<file path="src/rtl/regfile_wr_sched.sv">
// Write-port scheduler for the 16x16 register file.
// Round-robin ALU/load writeback plus an init sweep.
module regfile_wr_sched #(
  parameter int unsigned DW = 16,
  parameter int unsigned AW = 4,
  parameter int unsigned NREG = 16,
  parameter logic [DW-1:0] INIT_VALUE = '0
) (
  input  logic          Clk,
  input  logic          Clear_n,
  input  logic          init_req,
  output logic          init_busy,
  output logic          init_done,
  input  logic          w0_valid,
  output logic          w0_ready,
  input  logic [AW-1:0] w0_addr,
  input  logic [DW-1:0] w0_data,
  input  logic          w1_valid,
  output logic          w1_ready,
  input  logic [AW-1:0] w1_addr,
  input  logic [DW-1:0] w1_data,
  output logic          rf_load,
  output logic [AW-1:0] rf_caddr,
  output logic [DW-1:0] rf_c,
  output logic          last_gnt
);

  typedef enum logic {
    RUN  = 1'b0,
    INIT = 1'b1
  } state_t;

  localparam logic [AW-1:0] LAST = AW'(NREG - 1);

  state_t        state;
  logic [AW-1:0] cnt;
  logic          arb;
  logic          pick0;
  logic          pick1;

  // Requester 0 wins unless 1 is the only one or it is 1's turn.
  assign arb   = Clear_n & (state == RUN) & ~init_req;
  assign pick0 = w0_valid & (~w1_valid | last_gnt);
  assign pick1 = w1_valid & (~w0_valid | ~last_gnt);
  assign w0_ready = arb & pick0;
  assign w1_ready = arb & pick1;

  // Register the winning write or the next init write.
  always_ff @(posedge Clk or negedge Clear_n) begin
    if (!Clear_n) begin
      state     <= RUN;
      cnt       <= '0;
      last_gnt  <= 1'b1;
      rf_load   <= 1'b0;
      rf_caddr  <= '0;
      rf_c      <= '0;
      init_busy <= 1'b0;
      init_done <= 1'b0;
    end else begin
      rf_load   <= 1'b0;
      init_done <= 1'b0;
      case (state)
        RUN: begin
          if (init_req) begin
            state     <= INIT;
            init_busy <= 1'b1;
          end else if (w0_ready) begin
            rf_load  <= 1'b1;
            rf_caddr <= w0_addr;
            rf_c     <= w0_data;
            last_gnt <= 1'b0;
          end else if (w1_ready) begin
            rf_load  <= 1'b1;
            rf_caddr <= w1_addr;
            rf_c     <= w1_data;
            last_gnt <= 1'b1;
          end
        end
        INIT: begin
          rf_load  <= 1'b1;
          rf_caddr <= cnt;
          rf_c     <= INIT_VALUE;
          cnt      <= cnt + 1'b1;
          if (cnt == LAST) begin
            state     <= RUN;
            init_busy <= 1'b0;
            init_done <= 1'b1;
          end
        end
        default: begin
          state     <= RUN;
          cnt       <= '0;
          init_busy <= 1'b0;
        end
      endcase
    end
  end

endmodule

</file>
<file path="config.mk">
export PLATFORM = sky130hd
export DESIGN_NAME = regfile_wr_sched
export DESIGN_NICKNAME = d
export VERILOG_FILES = /design/src/rtl/regfile_wr_sched.sv
export SDC_FILE = /design/constraint.sdc
export NUM_CORES = 1
export LEC_CHECK = 0
export CORE_UTILIZATION = 43
export DETAILED_ROUTE_END_ITERATION = 10
export PLACE_DENSITY = 0.85
export SLEW_MARGIN = 30
export SYNTH_ARGS = -nofsm -noshare
export SYNTH_HDL_FRONTEND = slang
export SYNTH_SLANG_ARGS = --single-unit
</file>
<file path="constraint.sdc">
create_clock -name Clk -period 2.76 [get_ports Clk]
set_input_delay 0.69 -clock Clk [delete_from_list [all_inputs] [get_ports Clk]]
set_output_delay 0.69 -clock Clk [all_outputs]
set_load 0.05 [all_outputs]
</file>
; Word level (Yosys, flattened, before mapping)
; Index checks and enable logic that the tools add are counted.
[classes]
addsub = 1
n_eq_ne = 5
mux = 22
bitwise_logic = 13
n_reduce_logical = 4
[ops]
columns = cell, count
row1 = 16-bit 2-to-1 mux, 3
row2 = 16-bit case mux with 2 select lines, 1
row3 = 4-bit 2-to-1 mux, 3
row4 = 1-bit 2-to-1 mux, 11
row5 = 4-bit case mux with 2 select lines, 1
row6 = 1-bit bitwise AND, 6
row7 = 1-bit case mux with 2 select lines, 3
row8 = 1-bit NOT, 5
row9 = 4-bit by 1-bit adder with 4-bit output (second input constant), 1
row10 = 4-bit equality test (second input constant), 1
row11 = 2-bit inequality test (second input constant), 2
row12 = 2-bit AND reduction, 2
row13 = 3-bit inequality test (second input constant), 1
row14 = 3-bit AND reduction, 1
row15 = 2-bit by 1-bit inequality test with 1-bit output (second input constant), 1
row16 = 1-bit bitwise OR, 2
row17 = 2-bit nonzero test, 1
[totals]
register_bits = 29
inputBits = 45
out_inout_bits = 26
word_cells = 53

; Depth between registers and ports, before layout
[logic_depth]
depth_word = 8
ltp_mapped = 5
depth_no_buf = 4

; Least setup slack after synthesis
; Ideal clock, no wire load.
[synth_path]
path_type = input port to output port
startpoint = input port init_req
endpoint = output port w1_ready
arrival_ns = 1.759
t_required_ns = 2.070
setup_slack_ns = 0.311
path_stages = 3
n_path_buf = 0
path_cell_list = nor3b_4 > nand2_1 > a21oi_1
[synth_via]
elab_chain_len = 3
[synth_lines]
columns = item, line_no
row1 = from (decl), 11  ; input logic init_req,
row2 = 1-bit NOT (no source line), n/a
row3 = 1-bit bitwise AND, 42  ; assign arb = Clear_n & (state == RUN) & ~init_req;
row4 = 1-bit bitwise AND, 46  ; assign w1_ready = arb & pick1;
row5 = to (decl), 19  ; output logic w1_ready,
; Every way passes these cells.

; Worst setup path in the final report
; Ends and elaborated chain as after synthesis.

==> impl_metrics.json <==
{
  "status": "completed",
  "gp_congestion": 0.708,
  "setup_viol": 0,
  "p_per_area_nw_per_um2": 780,
  "ys.flop_type": "dfrtp_1",
  "holdPathStages": 2,
  "finalPower_mw": 1.76,
  "drive_gt1_share_pct": 12.3,
  "synthTopCellsByArea": "dfrtp_1, mux2i_1, nand3_1, o21ai_1, o221ai_2",
  "tns_ns": 0,
  "fin_worst_skew_ns": 0.00743,
  "vias": 1245,
  "r2r_cells": 6,
  "syn_inst": 128,
  "hold_buffers": 0,
  "whs_ns": 0.522,
  "r2r_end": "rf_c[9]",
  "synth.largest_area_cell": "dfrtp_1",
  "async_flop_share_pct": 100,
  "leakage_nw": 0.999,
  "portBuffers": 70,
  "cts_buffers": 5,
  "worst_skew_pair.late_latency_ns": 0.32,
  "cts_setup_buffers": 0,
  "synth_edf_count": 0,
  "hpwl_um": 2780,
  "wl_per_cell_um": 14.4,
  "irDropWorstVdd_uv": 519,
  "hold_viol_final": 0,
  "first_iter_violations": 37,
  "routed_wirelength_um": 3550,
  "worst_pin_slew_ns": 0.832,
  "post-place-cells": 240,
  "syn_area_um2": 1410,
  "die_w_um": 59.3,
  "synth_common_cells": "dfrtp_1, mux2i_1, nand3_1, o21ai_1, nand2_1",
  "start_util_pct": 45.9,
  "synth_top_area_share_pct": 49.6,
  "clkSinkCount": 29,
  "synth.distinct_cells": 27,
  "via_per_inst": 5.04,
  "hp-class": "reg -> reg",
  "r2r-start": "state",
  "min_to": "rf_c[12]",
  "grt_pass1_vias": 1253,
  "dieArea_um2": 3520,
  "path_cells": "clkdlybuf4s50_1 -> nor3b_4 -> nand2_1 -> a21oi_1 -> buf_12",
  "crit_required_ns": 2.07,
  "worst_ep_arrival_time_ns": 1.90,
  "cts_resized": 0,
  "finalMaxSlewViolations": 0,
  "min_period_ns": 2.59,
  "yosys_warnings": 0,
  "die_y_um": 59.3,
  "period_share_pct": 93.8,
  "n_antenna_cell": 0,
  "r2r_setup_slack_ns": 1.21,
  "ys_seq_area_share_pct": 51.5,
  "hold_path_startpoint": "rf_c[12]",
  "coreArea_um2": 3080,
  "synthesis.nets": 174,
  "path_clk_slew_ns": 0.08,
  "nets": 249,
  "cp-end-kind": "output pin",
  "ios": 71,
  "track_usage_pct": 22.3,
  "rsz0062_at_grt": "false",
  "stdcell_count": 247,
  "grt.overflow.total": 0,
  "cts_tree": "built",
  "criticalPathCategory": "in -> out",
  "grt_pass1_wl_um": 5660,
  "avgSynthCellArea_um2": 11.0,
  "grt_max_degree": 31,
  "clockBufferDepth": 2,
  "ys_seq_elements": 29,
  "slew_headroom_pct": 44.5,
  "core.rowCount": 20,
  "maxCapViolations": 0,
  "slowest_stage": "clkdlybuf4s50_1",
  "yosysMostFrequentCell": "dfrtp_1",
  "crit_path_start_kind": "primary input",
  "path_max_fanout": 4,
  "htree_levels": 2,
  "fmax_mhz": 386,
  "drtAntennaViolNets": 0,
  "syn2layout_area_growth_pct": 59.3,
  "slowest_delay_ns": 0.50,
  "antenna_found_initial": 0,
  "drc": 0,
  "drt_pass1_iterations": 4,
  "cts-root-buf": "clkbuf_4"
}
layout make-up:
| cell class | instances | area, um2 |
|---|---|---|
| Clock buffer | 7 | 55.1 |
| Fill cell | 233 | 828 |
| Inverter | 3 | 11.3 |
| Multi-Input combinational cell | 88 | 623 |
| Sequential cell | 29 | 727 |
| Tap cell | 44 | 55.1 |
| Timing Repair Buffer | 76 | 778 |
logic make-up after synthesis:
logic type / after synthesis / share of synthesized area (%)
buffers and inverters: 11 / 4.43
adder cells (fa/ha/maj): 1 / 0.886
flip-flops: 29 / 51.5
AO/OA/AOI/OAI: 27 / 13.9
AND/OR/NAND/NOR: 36 / 12.5
multiplexers: 21 / 15.0
XOR/XNOR: 3 / 1.86
flip-flops by register name, summed over array words and instances, names as in the netlist:
| name | cells |
|---|---|
| cnt | 4 |
| init_busy | 1 |
| init_done | 1 |
| last_gnt | 1 |
| rf_c | 16 |
| rf_caddr | 4 |
| rf_load | 1 |
| state | 1 |
critical path, delay by kind of cell:
family / cells / cell delay [ns]
compound gates: 1 / 0.22
simple gates: 2 / 0.31
buf+inv: 2 / 0.67
stage by stage:
stage	worst slack (ns)	cell area (um2)	util (%)
after global routing	0.0948	2250	73.1
final	0.171	2250	73.1
after CTS	0.170	2250	73.1
after global placement	0.194	2190	71.3
after detailed placement	0.176	2190	71.3
after floorplan	0.311	1410	-
report_power, final:
part | leakage [nW] | internal (mW) | total [mW] | switching, mW
Sequential | 0.373 | 0.540 | 0.628 | 0.0881
Clock | 0.0314 | 0.120 | 0.256 | 0.136
Combinational | 0.594 | 0.353 | 0.872 | 0.520
Total | 0.999 | 1.01 | 1.76 | 0.744
layout by cell type, fill, tap and decap left out, types with 2 or more instances in the layout:
cell,instances
xnor2_1,2
o21ai_1,15
nand2_1,11
a21oi_1,3
buf_4,5
nor2_1,5
nand3_1,17
clkbuf_4,5
dfrtp_1,28
clkdlybuf4s50_1,68
o221ai_2,3
o21ai_2,2
buf_12,3
mux2i_1,20
per-layer routing:
metal | vias to the layer above | GRT usage, % | share of wire, %
li1 | 613 | - | -
met1 | 592 | 24.2 | 39
met2 | 36 | 41.6 | 56
met3 | 4 | 5.90 | 4.5
met4 | 0 | 7.14 | 0.65
met5 | - | 0 | 0
worst max-delay path by stage:
| stage | endpoint | cells past startpoint | slack (ns) | from |
|---|---|---|---|---|
| after floorplan | w1_ready | 3 | 0.31 | init_req |
| after global placement | w1_ready | 5 | 0.19 | init_req |
| after detailed placement | w1_ready | 5 | 0.18 | init_req |
| after CTS | w1_ready | 5 | 0.17 | init_req |
| after global routing | w1_ready | 5 | 0.09 | init_req |
| final | w1_ready | 5 | 0.17 | init_req |
(Power assumes the default switching activity.)
